[config.mk]
export PLATFORM = sky130hd
export DESIGN_NAME = spi_slave_flat
export DESIGN_NICKNAME = d
export VERILOG_FILES = /design/src/rtl/spi_slave_if.sv /design/src/rtl/spi_slave.sv /design/src/flat_wrapper.sv
export SDC_FILE = /design/constraint.sdc
export NUM_CORES = 1
export LEC_CHECK = 0
export CORE_MARGIN = 2
export CORE_UTILIZATION = 45
export DETAILED_ROUTE_END_ITERATION = 10
export PLACE_DENSITY = 0.68
export SYNTH_ARGS = -nofsm -noshare
export SYNTH_HDL_FRONTEND = slang
export SYNTH_SLANG_ARGS = --single-unit
[constraint.sdc]
create_clock -name clk -period 2.92 [get_ports clk]
set_input_delay 0.584 -clock clk [delete_from_list [all_inputs] [get_ports clk]]
set_output_delay 0.584 -clock clk [all_outputs]
set_load 0.1 [all_outputs]
[src/rtl/spi_slave_if.sv]
// spi_slave_if: SPI pins plus the parallel reply/receive side of spi_slave
interface spi_slave_if;
  logic        sclk;
  logic        cs;
  logic        mosi;
  logic        miso;
  logic [15:0] tx_data;
  logic [15:0] rx_data;
  logic        rx_valid;
  logic        busy;
  logic        frame_err;
  modport master (output sclk, cs, mosi, tx_data, input miso, rx_data, rx_valid, busy, frame_err);
  modport slave  (input sclk, cs, mosi, tx_data, output miso, rx_data, rx_valid, busy, frame_err);
endinterface

[src/rtl/spi_slave.sv]
// spi_slave: SPI mode-0 16-bit slave; define SPI_SLAVE_ABORT_DET_EN to pulse frame_err on aborted frames
module spi_slave (
  input logic clk,
  input logic rst,
  spi_slave_if.slave bus
);
  typedef enum logic [1:0] {IDLE, SHIFT, HOLD} state_t;
  state_t      state;
  logic [2:0]  sclk_q, cs_q, mosi_q;
  logic [1:0]  settle;
  logic [4:0]  cnt;
  logic [14:0] tx_sr;
  logic [15:0] rx_sr, rx_data;
  logic        miso, rx_valid, busy;
  logic        sclk_rise, sclk_fall, cs_rise, cs_fall;
  assign sclk_rise = sclk_q[1] & ~sclk_q[2];
  assign sclk_fall = ~sclk_q[1] & sclk_q[2];
  assign cs_rise   = cs_q[1] & ~cs_q[2];
  assign cs_fall   = ~cs_q[1] & cs_q[2];
  // settle masks the cs edge produced by the synchronizers flushing their reset value,
  // so a frame already in progress at reset release is not picked up mid-way
  always_ff @(posedge clk) begin
    if (rst) begin
      state    <= IDLE;
      sclk_q   <= 3'b000;
      cs_q     <= 3'b111;
      mosi_q   <= 3'b000;
      settle   <= 2'd3;
      cnt      <= 5'd0;
      tx_sr    <= 15'd0;
      rx_sr    <= 16'd0;
      rx_data  <= 16'd0;
      miso     <= 1'b0;
      rx_valid <= 1'b0;
      busy     <= 1'b0;
    end else begin
      sclk_q   <= {sclk_q[1:0], bus.sclk};
      cs_q     <= {cs_q[1:0], bus.cs};
      mosi_q   <= {mosi_q[1:0], bus.mosi};
      settle   <= (settle != 2'd0) ? settle - 2'd1 : settle;
      rx_valid <= 1'b0;
      case (state)
        IDLE: if (cs_fall && settle == 2'd0) begin
          tx_sr <= bus.tx_data[14:0];
          miso  <= bus.tx_data[15];
          cnt   <= 5'd0;
          busy  <= 1'b1;
          state <= SHIFT;
        end
        SHIFT: if (cnt == 5'd16) begin
          rx_data  <= rx_sr;
          rx_valid <= 1'b1;
          miso     <= 1'b0;
          state    <= HOLD;
        end else if (cs_rise) begin
          miso  <= 1'b0;
          busy  <= 1'b0;
          state <= IDLE;
        end else if (sclk_rise) begin
          rx_sr <= {rx_sr[14:0], mosi_q[1]};
          cnt   <= cnt + 5'd1;
        end else if (sclk_fall && cnt != 5'd0) begin
          tx_sr <= {tx_sr[13:0], 1'b0};
          miso  <= tx_sr[14];
        end
        HOLD: if (cs_rise) begin
          busy  <= 1'b0;
          state <= IDLE;
        end
        default: state <= IDLE;
      endcase
    end
  end
`ifdef SPI_SLAVE_ABORT_DET_EN
  logic frame_err;
  always_ff @(posedge clk)
    frame_err <= !rst && state == SHIFT && cnt != 5'd16 && cs_rise;
  assign bus.frame_err = frame_err;
`else
  assign bus.frame_err = 1'b0;
`endif
  assign bus.miso     = miso;
  assign bus.rx_data  = rx_data;
  assign bus.rx_valid = rx_valid;
  assign bus.busy     = busy;
endmodule

[src/flat_wrapper.sv]
// flat-port wrapper written by rule: the top's interface ports become plain ports
module spi_slave_flat 
  (clk, rst, bus_sclk, bus_cs, bus_mosi, bus_tx_data, bus_miso, bus_rx_data, bus_rx_valid, bus_busy, bus_frame_err);
  spi_slave_if bus_i ();
  input logic clk;
  input logic rst;
  input wire logic [$bits(bus_i.sclk)-1:0] bus_sclk;
  input wire logic [$bits(bus_i.cs)-1:0] bus_cs;
  input wire logic [$bits(bus_i.mosi)-1:0] bus_mosi;
  input wire logic [$bits(bus_i.tx_data)-1:0] bus_tx_data;
  output wire logic [$bits(bus_i.miso)-1:0] bus_miso;
  output wire logic [$bits(bus_i.rx_data)-1:0] bus_rx_data;
  output wire logic [$bits(bus_i.rx_valid)-1:0] bus_rx_valid;
  output wire logic [$bits(bus_i.busy)-1:0] bus_busy;
  output wire logic [$bits(bus_i.frame_err)-1:0] bus_frame_err;
  assign bus_i.sclk = bus_sclk;
  assign bus_i.cs = bus_cs;
  assign bus_i.mosi = bus_mosi;
  assign bus_i.tx_data = bus_tx_data;
  assign bus_miso = bus_i.miso;
  assign bus_rx_data = bus_i.rx_data;
  assign bus_rx_valid = bus_i.rx_valid;
  assign bus_busy = bus_i.busy;
  assign bus_frame_err = bus_i.frame_err;
  spi_slave u_core (.clk(clk), .rst(rst), .bus(bus_i));
endmodule
==> qor.yml <==
worstReg2RegEnd: "u_core.rx_sr[4]"
dp_cells: 398
worst-path-max-fanout: 16
critPathMaxStageDelay_ps: 950
rsz0062_at_grt: "false"
synth_area_leaders: "dfxtp_1 48%, mux2i_1 12%, a21oi_1 6.3%, nand2_1 4.6%, a211oi_1 3.8%"
hp-start: "u_core.cs_q[0]"
fillers: 567
ys_seq_area_share_pct: 48.0
critPathLaunch: "u_core.state[0]"
post_cts_buffers: 0
worstPathCellList: "ha_1 > buf_4 > inv_1 > or4_1 > mux2i_1 > nor2_1"
fin_hold_ws_ps: 408
ys_ff_latch: 67
async_flop_share_pct: 0
coreArea_um2: 5960
antenna_left: 0
timing.setup.tns_ps: 0
vias: 2164
vdd_drop_max_mv: 0.329
pwr-share-comb_pct: 14.3
dr.pass1.iters: 4
period_minus_slack_ps: 2410
synth_edf_count: 0
fin_cells: 414
cp-end-kind: "flop"
fin_nets: 362
finalClockSkew_ps: 8.13
die_area_um2: 6850
syn_avg_cell_area_um2: 9.37
power_frac_clock_pct: 35.4
place_area_um2: 3190
worst_pin_slew_ps: 885
drtIter0Drc: 86
yosys.cell_count.top_type: "dfxtp_1"
hp-class: "flop to flop"
grtUsageTotal_pct: 17.3
via_per_inst: 5.23
htreeDepth: 3
cts_max_path_buffers: 2
drt_wl_total_um: 5230
cts_hold_buf: 0
fmax_mhz: 415
die_width_um: 82.8
hold_depth: 1
cts_buffers: 9
cts_num_sinks: 67
cp.required_ps: 3150
wl_per_cell_um: 12.6
p_switching_mw: 0.509
drive_above_1_share_pct: 14.5
yosysUniqueCellTypes: 42
synth.net_count: 326
switching_share_pct: 26.9
cp_num_buf_inv: 2
synth.cell_area_um2: 2790
internal-power_mw: 1.38
yosys.area.top_type: "dfxtp_1"
clock_latency_ps: 350
cts.reportedPaths.clkPinSlew_ps: 60
grt_pass1_vias: 2075
finalSetupViolations: 0
post-place-ws_ps: 527
r2r-start: "u_core.state[0]"
cts-root-buf: "clkbuf_8"
pwr-share-seq_pct: 50.3
drv_slew: 0
p_leak_nw: 1.33
initial_core_util_pct: 46.9
path_delay_family: "simple AND/OR/NAND/NOR gates"
port_buffers: 39
synth.top_cells.by_count: "67 x dfxtp_1, 35 x a21oi_1, 34 x nand2_1, 33 x mux2i_1, 18 x nor2_1"
die_h_um: 82.8
area_growth_pct: 20.4
setup_slack_ps: 511
final_cell_area_um2: 3360
fin_crit_sh_pct: 82.5
multi_input_area_um2: 1320
drv_cap: 0
tritoncts: "yes"
synth_top_area_share_pct: 48.0
grt_max_degree: 40
yosys_warnings: 0
place_congestion: 0.740
r2r_cells: 6
overflow: 0
p_per_area_nw_per_um2: 563
status: "finished, final reports clean"
diodes: 0
crit_arrival_ps: 2640
synth_top_flop_cell: "dfxtp_1"
grt_pass1_wl_um: 8960
antenna_found_initial: 0
reg2reg_slack_ps: 510
io_pins: 41
regArea_um2: 1340
synth_cells: 298
cp-start-kind: "flop"
worstSetupPathType: "flop to flop"
dpl.hpwl_um: 3520
fp-row-count: 28
drcViolationCount: 0
hold_path_end: "u_core.cs_q[1]"
cts_resized: 0
slowest_stage: "or4_1"
finalHoldViolCount: 0
maxSlewHeadroom_pct: 41.0
-- per-stage QoR --
stage | total power, mW | util [%]
6_report | 1.89 | 56.4
5_1_grt | 1.98 | 56.4
4_1_cts | 1.92 | 56.4
3_5_place_dp | 1.25 | 53.6
3_3_place_gp | 1.24 | 53.6
2_1_floorplan | 1.17 | -
-- sequential cells by signal, summed over array words and instances, names as in the netlist --
register	cells
u_core.mosi_q	2
u_core.bus.busy	1
u_core.cs_q	3
u_core.tx_sr	15
u_core.state	2
u_core.bus.rx_valid	1
u_core.sclk_q	3
u_core.settle	2
u_core.rx_sr	16
u_core.bus.rx_data	16
u_core.bus.miso	1
u_core.cnt	5
-- final cells by class --
cell class	count	share of cell area (%)
Clock inverter	4	0.782
Tap cell	75	2.79
Clock buffer	12	4.32
Multi-Input combinational cell	202	39.3
Sequential cell	67	39.9
Timing Repair Buffer	46	12.0
Inverter	8	0.893
-- metal layers --
layer	routed length, um	vias up	track usage (%)
li1	-	1113	-
met1	2610	997	21.6
met2	2300	41	26.9
met3	197	13	4.33
met4	130	0	10.3
met5	0	-	0
-- worst register-to-register path, cell delays in order, from the launching register on --
cell and delay (ps):
dfxtp_1 400, ha_1 230, buf_4 260, inv_1 100
or4_1 950, mux2i_1 300, nor2_1 60
-- kinds of logic after synthesis --
logic type	Yosys count	share of synthesized area, %
other	1	0.134
AND/OR/NAND/NOR	91	16.5
buffers and inverters	29	4.61
adder cells (fa/ha/maj)	7	3.14
multiplexers	34	12.2
AO/OA/AOI/OAI	68	15.0
XOR/XNOR	1	0.314
flip-flops	67	48.0
-- power groups by stage --
stage          clock network [mW]  registers, mW  logic (mW)
4_1_cts                     0.693          0.952       0.274
3_3_place_gp                    0          0.972       0.270
2_1_floorplan                   0          0.994       0.177
6_report                    0.670          0.952       0.272
3_5_place_dp                    0          0.973       0.272
5_1_grt                     0.729          0.955       0.301
-- worst max-delay path by stage --
stage	to	slack (ps)	cells after the start
final	u_core.rx_sr[4]	510	6
after global routing	u_core.rx_sr[5]	330	6
after CTS	u_core.rx_sr[4]	500	6
after detailed placement	u_core.rx_sr[4]	530	6
after global placement	u_core.rx_sr[0]	570	7
after floorplan	u_core.rx_sr[8]	1010	8
-- cells in the final DEF (no fill, tap or decap), types with 7 or more instances in the layout --
cell,Yosys,final
dfxtp_1,67,67
a21oi_1,35,35
ha_1,7,7
nor2_1,18,18
clkdlybuf4s50_1,0,19
nand2_1,34,34
a211oi_1,14,14
nor2b_1,8,8
mux2i_1,33,33
clkbuf_8,0,10
buf_4,2,25
inv_1,8,8
No activity file was read; power rests on OpenSTA's default activity.
